<file path="src/rtl/vga_text_fetch_if.sv">
// CPU-side VRAM access bus for the text fetch sequencer.
// Request is held until the one-cycle ack pulse.
interface vga_text_fetch_if;
  logic        cpu_req;
  logic        cpu_wr_en;
  logic [10:0] cpu_addr;
  logic [15:0] cpu_wdata;
  logic [1:0]  cpu_bytesel;
  logic        cpu_ack;
  logic [15:0] cpu_rdata;

  modport master (
    output cpu_req,
    output cpu_wr_en,
    output cpu_addr,
    output cpu_wdata,
    output cpu_bytesel,
    input  cpu_ack,
    input  cpu_rdata
  );

  modport slave (
    input  cpu_req,
    input  cpu_wr_en,
    input  cpu_addr,
    input  cpu_wdata,
    input  cpu_bytesel,
    output cpu_ack,
    output cpu_rdata
  );
endinterface

</file>
<file path="src/rtl/vga_text_fetch.sv">
// Text-mode cell fetch sequencer and VRAM arbiter.
// Display slots own the VRAM port; CPU fills the gaps.
module vga_text_fetch #(
  parameter int H_TOTAL = 800,
  parameter int V_TOTAL = 449,
  parameter int COLS    = 80,
  parameter int ROWS    = 25
) (
  input  logic        clk,
  input  logic        reset_n,
  input  logic [9:0]  hpos,
  input  logic [9:0]  vpos,
  input  logic [10:0] start_addr,
  input  logic [10:0] cursor_pos,
  input  logic        cursor_enable,
  input  logic        blink_enable,
  output logic [7:0]  glyph,
  output logic [2:0]  glyph_row,
  output logic [2:0]  glyph_col,
  output logic [3:0]  foreground,
  output logic [3:0]  background,
  output logic        render_cursor,
  vga_text_fetch_if.slave cpu,
  output logic [10:0] vram_addr,
  output logic        vram_rd_en,
  output logic        vram_wr_en,
  output logic [15:0] vram_wdata,
  output logic [1:0]  vram_bytesel,
  input  logic [15:0] vram_rdata
);

  localparam logic [9:0] H_ACT  = 10'(COLS * 8);
  localparam logic [9:0] V_ACT  = 10'(ROWS * 16);
  localparam logic [9:0] H_PRE  = 10'(H_TOTAL - 4);
  localparam logic [9:0] V_LAST = 10'(V_TOTAL - 1);
  localparam logic [9:0] H_SEND = 10'((COLS - 1) * 8);

  typedef enum logic {IDLE, CPU_ACC} arb_t;

  arb_t        state, state_nxt;
  logic        wr_q;
  logic [10:0] start_q;
  logic [4:0]  frame_cnt;
  logic [15:0] next;
  logic        slot_d;

  logic        active;
  logic [9:0]  nline;
  logic        cell_slot;
  logic        line_slot;
  logic        slot;
  logic        grant;
  logic        latch_start;
  logic [10:0] base;
  logic [10:0] cell_idx;
  logic [10:0] fetch_addr;
  logic        cursor_hit;
  logic [7:0]  attr;
  logic [3:0]  bg_n;
  logic [3:0]  fg_n;

  function automatic logic [10:0] row_off(
    input logic [5:0] r
  );
    return ({5'b0, r} << 6) + ({5'b0, r} << 4);
  endfunction

  assign active = (hpos < H_ACT) && (vpos < V_ACT);
  assign nline  = (vpos == V_LAST) ? 10'd0
                                   : vpos + 10'd1;

  assign cell_slot = (vpos < V_ACT)
                  && (hpos[2:0] == 3'd4)
                  && (hpos < H_SEND);
  assign line_slot = (hpos == H_PRE)
                  && (nline < V_ACT);
  assign slot      = cell_slot | line_slot;

  // New scroll base applies from the line-0 prefetch onward
  assign latch_start = (hpos == H_PRE)
                    && (vpos == V_LAST);
  assign base = latch_start ? start_addr : start_q;

  assign cell_idx = row_off(vpos[9:4])
                  + {4'b0, hpos[9:3]};

  assign fetch_addr = cell_slot
    ? base + cell_idx + 11'd1
    : base + row_off(nline[9:4]);

  assign cursor_hit = cursor_enable
                   && (cell_idx == cursor_pos)
                   && (vpos[3:1] >= 3'd6)
                   && frame_cnt[3];

  assign attr = next[15:8];
  assign bg_n = blink_enable ? {1'b0, attr[6:4]}
                             : attr[7:4];
  assign fg_n = (blink_enable & attr[7] & ~frame_cnt[4])
              ? bg_n : attr[3:0];

  assign grant = reset_n && (state == IDLE)
              && cpu.cpu_req && !slot;

  always_comb begin
    state_nxt     = state;
    vram_addr     = '0;
    vram_rd_en    = 1'b0;
    vram_wr_en    = 1'b0;
    vram_wdata    = '0;
    vram_bytesel  = '0;
    cpu.cpu_ack   = 1'b0;
    cpu.cpu_rdata = '0;
    unique case (1'b1)
      (slot && reset_n): begin
        vram_addr  = fetch_addr;
        vram_rd_en = 1'b1;
      end
      grant: begin
        vram_addr    = cpu.cpu_addr;
        vram_wr_en   = cpu.cpu_wr_en;
        vram_rd_en   = !cpu.cpu_wr_en;
        vram_wdata   = cpu.cpu_wdata;
        vram_bytesel = cpu.cpu_bytesel;
      end
      default: ;
    endcase
    unique case (state)
      IDLE: begin
        if (grant) state_nxt = CPU_ACC;
      end
      CPU_ACC: begin
        cpu.cpu_ack = 1'b1;
        if (!wr_q) cpu.cpu_rdata = vram_rdata;
        state_nxt = IDLE;
      end
      default: state_nxt = IDLE;
    endcase
  end

  always_ff @(posedge clk or negedge reset_n) begin
    if (!reset_n) begin
      state         <= IDLE;
      wr_q          <= 1'b0;
      start_q       <= '0;
      frame_cnt     <= '0;
      next          <= '0;
      slot_d        <= 1'b0;
      glyph         <= '0;
      glyph_row     <= '0;
      glyph_col     <= '0;
      foreground    <= '0;
      background    <= '0;
      render_cursor <= 1'b0;
    end else begin
      state     <= state_nxt;
      slot_d    <= slot;
      glyph_row <= vpos[3:1];
      glyph_col <= hpos[2:0];
      if (grant) wr_q <= cpu.cpu_wr_en;
      if (latch_start) start_q <= start_addr;
      if (hpos == 10'd0 && vpos == 10'd0)
        frame_cnt <= frame_cnt + 5'd1;
      if (slot_d) next <= vram_rdata;
      if (!active) begin
        glyph         <= '0;
        foreground    <= '0;
        background    <= '0;
        render_cursor <= 1'b0;
      end else begin
        render_cursor <= cursor_hit;
        if (hpos[2:0] == 3'd0) begin
          glyph      <= next[7:0];
          foreground <= fg_n;
          background <= bg_n;
        end
      end
    end
  end

endmodule

</file>
<file path="src/flat_wrapper.sv">
// flat-port wrapper written by rule: the top's interface ports become plain ports
module vga_text_fetch_flat 
#(
  parameter int H_TOTAL = 800,
  parameter int V_TOTAL = 449,
  parameter int COLS    = 80,
  parameter int ROWS    = 25
)
  (clk, reset_n, hpos, vpos, start_addr, cursor_pos, cursor_enable, blink_enable, glyph, glyph_row, glyph_col, foreground, background, render_cursor, vram_addr, vram_rd_en, vram_wr_en, vram_wdata, vram_bytesel, vram_rdata, cpu_cpu_req, cpu_cpu_wr_en, cpu_cpu_addr, cpu_cpu_wdata, cpu_cpu_bytesel, cpu_cpu_ack, cpu_cpu_rdata);
  vga_text_fetch_if cpu_i ();
  input  logic clk;
  input  logic reset_n;
  input  logic [9:0] hpos;
  input  logic [9:0] vpos;
  input  logic [10:0] start_addr;
  input  logic [10:0] cursor_pos;
  input  logic cursor_enable;
  input  logic blink_enable;
  output logic [7:0] glyph;
  output logic [2:0] glyph_row;
  output logic [2:0] glyph_col;
  output logic [3:0] foreground;
  output logic [3:0] background;
  output logic render_cursor;
  output logic [10:0] vram_addr;
  output logic vram_rd_en;
  output logic vram_wr_en;
  output logic [15:0] vram_wdata;
  output logic [1:0] vram_bytesel;
  input  logic [15:0] vram_rdata;
  input wire logic [$bits(cpu_i.cpu_req)-1:0] cpu_cpu_req;
  input wire logic [$bits(cpu_i.cpu_wr_en)-1:0] cpu_cpu_wr_en;
  input wire logic [$bits(cpu_i.cpu_addr)-1:0] cpu_cpu_addr;
  input wire logic [$bits(cpu_i.cpu_wdata)-1:0] cpu_cpu_wdata;
  input wire logic [$bits(cpu_i.cpu_bytesel)-1:0] cpu_cpu_bytesel;
  output wire logic [$bits(cpu_i.cpu_ack)-1:0] cpu_cpu_ack;
  output wire logic [$bits(cpu_i.cpu_rdata)-1:0] cpu_cpu_rdata;
  assign cpu_i.cpu_req = cpu_cpu_req;
  assign cpu_i.cpu_wr_en = cpu_cpu_wr_en;
  assign cpu_i.cpu_addr = cpu_cpu_addr;
  assign cpu_i.cpu_wdata = cpu_cpu_wdata;
  assign cpu_i.cpu_bytesel = cpu_cpu_bytesel;
  assign cpu_cpu_ack = cpu_i.cpu_ack;
  assign cpu_cpu_rdata = cpu_i.cpu_rdata;
  vga_text_fetch #(.H_TOTAL(H_TOTAL), .V_TOTAL(V_TOTAL), .COLS(COLS), .ROWS(ROWS)) u_core (.clk(clk), .reset_n(reset_n), .hpos(hpos), .vpos(vpos), .start_addr(start_addr), .cursor_pos(cursor_pos), .cursor_enable(cursor_enable), .blink_enable(blink_enable), .glyph(glyph), .glyph_row(glyph_row), .glyph_col(glyph_col), .foreground(foreground), .background(background), .render_cursor(render_cursor), .cpu(cpu_i), .vram_addr(vram_addr), .vram_rd_en(vram_rd_en), .vram_wr_en(vram_wr_en), .vram_wdata(vram_wdata), .vram_bytesel(vram_bytesel), .vram_rdata(vram_rdata));
endmodule
</file>
<file path="config.mk">
export PLATFORM = sky130hd
export DESIGN_NAME = vga_text_fetch_flat
export DESIGN_NICKNAME = d
export VERILOG_FILES = /design/src/rtl/vga_text_fetch_if.sv /design/src/rtl/vga_text_fetch.sv /design/src/flat_wrapper.sv
export SDC_FILE = /design/constraint.sdc
export NUM_CORES = 1
export LEC_CHECK = 0
export CAP_MARGIN = 15
export CORE_ASPECT_RATIO = 1.1
export CORE_UTILIZATION = 44
export CTS_CLUSTER_SIZE = 8
export DETAILED_ROUTE_END_ITERATION = 6
export PLACE_DENSITY_LB_ADDON = 0.12
export SETUP_SLACK_MARGIN = 0.2
export SLEW_MARGIN = 5
export SYNTH_ARGS = -nofsm -noshare
export SYNTH_HDL_FRONTEND = slang
export SYNTH_SLANG_ARGS = --single-unit
</file>
<file path="constraint.sdc">
create_clock -name clk -period 5.8 [get_ports clk]
set_input_delay 0.87 -clock clk [delete_from_list [all_inputs] [get_ports clk]]
set_output_delay 0.87 -clock clk [all_outputs]
set_load 0.01 [all_outputs]
</file>
### Word-level counts from Yosys, hierarchy flattened

Index checks and enable logic that the tools add are counted.

* bits in registers: 58
* input bits: 93
* word-level logic and storage cells: 75

* $add $sub $neg: 8
* $lt $le $gt $ge: 5
* equality and inequality tests: 5
* mux-type cells: 22
* bitwise operators: 5
* reduce and logical (&&, ||, !) cells: 18

Operators by type and width (count)
* 16-bit 2-to-1 mux: 3
* 4-bit 2-to-1 mux: 6
* 11-bit by 10-bit adder with 11-bit output: 2
* 11-bit adder: 2
* 11-bit 2-to-1 mux: 2
* 11-bit case mux with 2 select lines: 1
* 10-bit logical NOT: 2
* 10-bit < comparator (second input constant): 2
* 10-bit by 9-bit < comparator with 1-bit output (second input constant): 2
* 8-bit 2-to-1 mux: 2
* 1-bit logical AND: 13
* 11-bit by 1-bit adder with 11-bit output (second input constant): 1
* 11-bit by 7-bit adder with 11-bit output: 1
* 11-bit equality test: 1
* 10-bit by 1-bit adder with 10-bit output (second input constant): 1
* 10-bit equality test (second input constant): 1
* 10-bit by 9-bit equality test with 1-bit output (second input constant): 1
* 10-bit 2-to-1 mux: 1
* 5-bit by 1-bit adder with 5-bit output (second input constant): 1
* 1-bit 2-to-1 mux: 4
* 1-bit case mux with 2 select lines: 2
* 3-bit equality test (second input constant): 1
* 3-bit greater-or-equal comparator (second input constant): 1
* 3-bit logical NOT: 1
* 6 further kinds: 9

### Longest topological paths before layout

* depth after elaboration: 9
* mapped depth: 16
* gate-level depth less buffers: 15

### Worst setup path before layout

OpenSTA, ideal clock, no wires.

* kind: input -> output
* start point: in hpos[7]
* end point: out vram_addr[10]
* arrival: 4285 ps
* required time: 4930 ps
* slack: 645 ps
* stages: 15
* path buffers: 1
* cell sequence: or4b_1 > nor3_2 > and3_4 > buf_6 > mux2_2 > fa_1 > ha_1 > a21o_1 > a21oi_1 > o21bai_1 > a21oi_1 > xnor2_1 > xnor2_1 > a32oi_1 > o21ai_0

* cells in the longest elaborated chain, start to end: 7
* elaborated cells between the ends (all ways): 16

Ends and longest elaborated chain
* from (decl): line flat_wrapper.sv:13 `input logic [9:0] hpos;`
* 10-bit equality test *: line vga_text_fetch.sv:80 `assign latch_start = (hpos == H_PRE)`
* 1-bit logical AND *: line vga_text_fetch.sv:81 `&& (vpos == V_LAST);`
* 11-bit 2-to-1 mux *: line vga_text_fetch.sv:82 `assign base = latch_start ? start_addr : start_q;`
* via u_core.base[6]: line vga_text_fetch.sv:54 `logic [10:0] base;`
* 11-bit adder: line vga_text_fetch.sv:88 `? base + cell_idx + 11'd1`
* 11-bit by 1-bit adder with 11-bit output: line vga_text_fetch.sv:88
* 11-bit 2-to-1 mux *: line vga_text_fetch.sv:88
* 11-bit case mux with 2 select lines *: line vga_text_fetch.sv:114 `unique case (1'b1)`
* to (decl): line flat_wrapper.sv:25 `output logic [10:0] vram_addr;`

Mark *: on every way through the listed nets, which the timed path passes. The rest lies on a longest branch.

### Worst setup path after layout

* start point: in hpos[2]
* end point: out vram_addr[7]

The elaborated chain is that of the path after synthesis.

==> metrics.cfg <==
[setup_path]
ff2ff_path_depth = 3
crit_end = vram_addr[7]
start_kind = primary input
path_class = in -> out
cp.buffers_inverters = 4
path_delay_family = buffers and inverters
worstPathRequired_ns = 4.93
startpoint = hpos[2]
worst_path_max_delay_cell = clkdlybuf4s50_1
worstPathCellList = clkdlybuf4s50_1 > or3b_4 > nor3_4 > and3_4 > buf_6 > mux2_2 > ha_1 > ha_1 > fa_2 > buf_4 > xnor2_1 > nand2_1 > o21ai_0 > o21ai_1 > dlygate4sd2_1
worstSetupEndpointType = primary output
worst-path-stages = 15
worstPathMaxFanout = 6
rr_startpoint = u_core.state
crit_arrival_ns = 4.58
critical_path.most_common_cell = ha_1
crit-reg2reg-capture = u_core.wr_q
max_stage_delay_ns = 0.48
r2r_slack_ns = 4.20

[timing]
slew_viol_final = 0
hold_viol = 0
worst_pin_slew_ns = 0.892
finalCritPeriodShare_pct = 94.0
fin_crit_ns = 5.45
slew_headroom_pct = 40.4
postLayoutSetupSlackWorst_ns = 0.349
rsz0062_at_grt = true
setup_viol = 0
tns_ns = 0
fin_skew_ns = 0.00592
timing.fmax_mhz = 183

[global_routing]
grt_util_met1_pct = 32.3
track_usage_pct = 25.2
grt_util_met3_pct = 4.72
antenna_found_initial = 0
grt_pass1_wl_um = 18500
grt_pass1_vias = 3910
use_met2_pct = 43.2
gr-total-overflow = 0
grt_max_degree = 52
grt-busiest-layer = met2

[cells_and_area]
layout.nets = 758
antenna_cells = 0
final_cell_mix = 150 x clkdlybuf4s50_1, 58 x dfrtp_1, 49 x buf_4, 44 x nand2_1, 36 x and2_1
syn2layout_area_growth_pct = 57.0
fin_util_pct = 71.6
drive_gt1_share_pct = 18.3
final_common_cell = clkdlybuf4s50_1

[clock_network]
cts_tree = yes
cts_buffer_depth = 2
cts_max_level = 3
cts_root_buffer = clkbuf_8
numCtsBuffers = 9
clk_latency_ns = 0.33
ctsHoldBuffers = 0
clkTransAtPathRegs_ns = 0.07
cts.sinks = 58

[synth]
async_flop_share_pct = 100
seq_area_frac_synth_pct = 35.9
synthCells = 420
synth_edf_count = 0
ys.flop_type = dfrtp_1
yosys_warnings = 0
syn_area_sq_um = 4050
yosysUniqueCellTypes = 50
synth.avg_cell_area_sq_um = 9.63
ys_seq_elements = 58
syn_nets = 549

[placed_design]
place_congestion = 0.900
portBuffers = 163
hpwl_um = 9310
dp_slack_ns = -0.205

[floorplan]
start_util_pct = 45.6
die_h_um = 103
die_w_um = 93.4
std_cell_rows = 36
num_io_pins = 164
core_sq_um = 8870
die-area_sq_um = 9580

[power_and_ir_drop]
p_leak_nw = 2.90
peakVddDrop_mv = 0.101
power_density_nw_per_um2 = 182
p_total_mw = 1.15

[job]
maxCapViolations = 0

[detailed_routing]
vias = 3892
drtAntennaViolNets = 0
vias_per_cell = 5.20
drt_iter0_drc = 130
wl_per_cell_um = 15.8
drcViolationCount = 0
drt_first_pass_iters = 4
finalWirelength_um = 11800

[status]
status = finished clean

[hold_path]
hold_path.class = in -> async

-- layout make-up --
type,instances,area (sq um)
clock inverters,6,42.5
clock buffers,10,138
flip-flops and latches,58,1450
well taps,114,143
inverters,24,90.1
fillers,693,2520
repair buffers,213,1990
multi-input cells,323,2490
-- sequential cells by signal, summed over array words and instances, names as in the netlist --
register	count
u_core.foreground	4
u_core.glyph_col	3
u_core.start_q	11
u_core.render_cursor	1
u_core.next	16
u_core.background	4
u_core.wr_q	1
u_core.glyph_row	3
u_core.slot_d	1
u_core.state	1
u_core.glyph	8
u_core.frame_cnt	5
-- per-stage QoR --
step / hold slack (ns) / area [sq um] / cells
2_1_floorplan: 0.437 / 4050 / 420
3_3_place_gp: 0.488 / 6090 / 729
3_5_place_dp: 0.492 / 6090 / 729
4_1_cts: 0.428 / 6300 / 746
5_1_grt: 0.449 / 6350 / 748
6_report: 0.425 / 6350 / 748
-- worst min-delay path by stage --
stage	from	to	slack, ns
floorplan	u_core.frame_cnt[4]	u_core.frame_cnt[4]	0.44
global placement	u_core.frame_cnt[0]	u_core.frame_cnt[0]	0.49
detailed placement	u_core.frame_cnt[3]	u_core.frame_cnt[3]	0.49
CTS	reset_n	u_core.render_cursor	0.43
global route	reset_n	u_core.render_cursor	0.45
finish	reset_n	u_core.render_cursor	0.43
-- kinds of logic (layout without fill, tap and decap cells) --
| family | after synthesis | after routing | synth area share, % |
|---|---|---|---|
| xor+xnor | 35 | 35 | 7.58 |
| flops | 58 | 58 | 35.9 |
| mux | 33 | 33 | 9.03 |
| buf+inv | 39 | 253 | 4.14 |
| simple gates | 147 | 147 | 19.5 |
| compound gates | 72 | 72 | 11.3 |
| fa+ha+maj | 36 | 36 | 12.6 |
-- worst register-to-register path: stages (launching register included) --
cell and delay, ns:
dfrtp_1 0.40, nand3b_1 0.20, nor2_4 0.49, mux2_2 0.40
-- synthesized netlist by cell type, types with 2 or more instances --
master | number | area, sq um
a211oi_1 | 3 | 22.5
a21boi_0 | 3 | 22.5
a21o_1 | 2 | 15.0
a21oi_1 | 26 | 130
a22o_1 | 5 | 43.8
a31o_2 | 2 | 17.5
a32o_1 | 2 | 20.0
a32oi_1 | 2 | 17.5
and2_1 | 36 | 225
and3_1 | 2 | 12.5
buf_2 | 4 | 20.0
buf_6 | 2 | 22.5
clkbuf_1 | 7 | 26.3
dfrtp_1 | 58 | 1450
fa_1 | 8 | 160
ha_1 | 28 | 350
inv_1 | 24 | 90.1
mux2_2 | 24 | 270
mux2i_1 | 8 | 80.1
nand2_1 | 44 | 165
nand2b_1 | 4 | 25.0
nand3_1 | 7 | 35.0
nand3b_1 | 2 | 15.0
nand4_1 | 6 | 37.5
nor2_1 | 15 | 56.3
nor2b_1 | 5 | 31.3
nor3_1 | 7 | 35.0
nor3_2 | 2 | 20.0
nor3b_1 | 2 | 15.0
nor4_1 | 6 | 37.5
o21a_1 | 2 | 15.0
o21ai_0 | 15 | 75.1
o21ai_1 | 2 | 10.0
o21ai_2 | 2 | 17.5
o21bai_1 | 2 | 15.0
o31ai_1 | 2 | 15.0
or3_1 | 3 | 18.8
xnor2_1 | 19 | 166
xor2_1 | 16 | 140
-- routing by layer --
metal  vias to the layer above  routed length (um)
li1                       1872                   -
met1                      1862                5110
met3                        16                 726
met5                         -                   0
met4                         0                 178
met2                       142                5810
-- power by group --
part	leakage, nW	total, mW	switching (mW)	internal (mW)
combinational	2.05	0.355	0.158	0.197
sequential	0.764	0.459	0.0196	0.440
clock	0.0882	0.339	0.173	0.166
-- timing repair --
item / 4_1_cts / 5_1_grt
setup buffers: 1 / 2
gates resized for setup: 22 / 23
endpoints found under the setup margin: 7 / 7
pin swaps: 7 / 9
No activity file was read; power rests on OpenSTA's default activity.
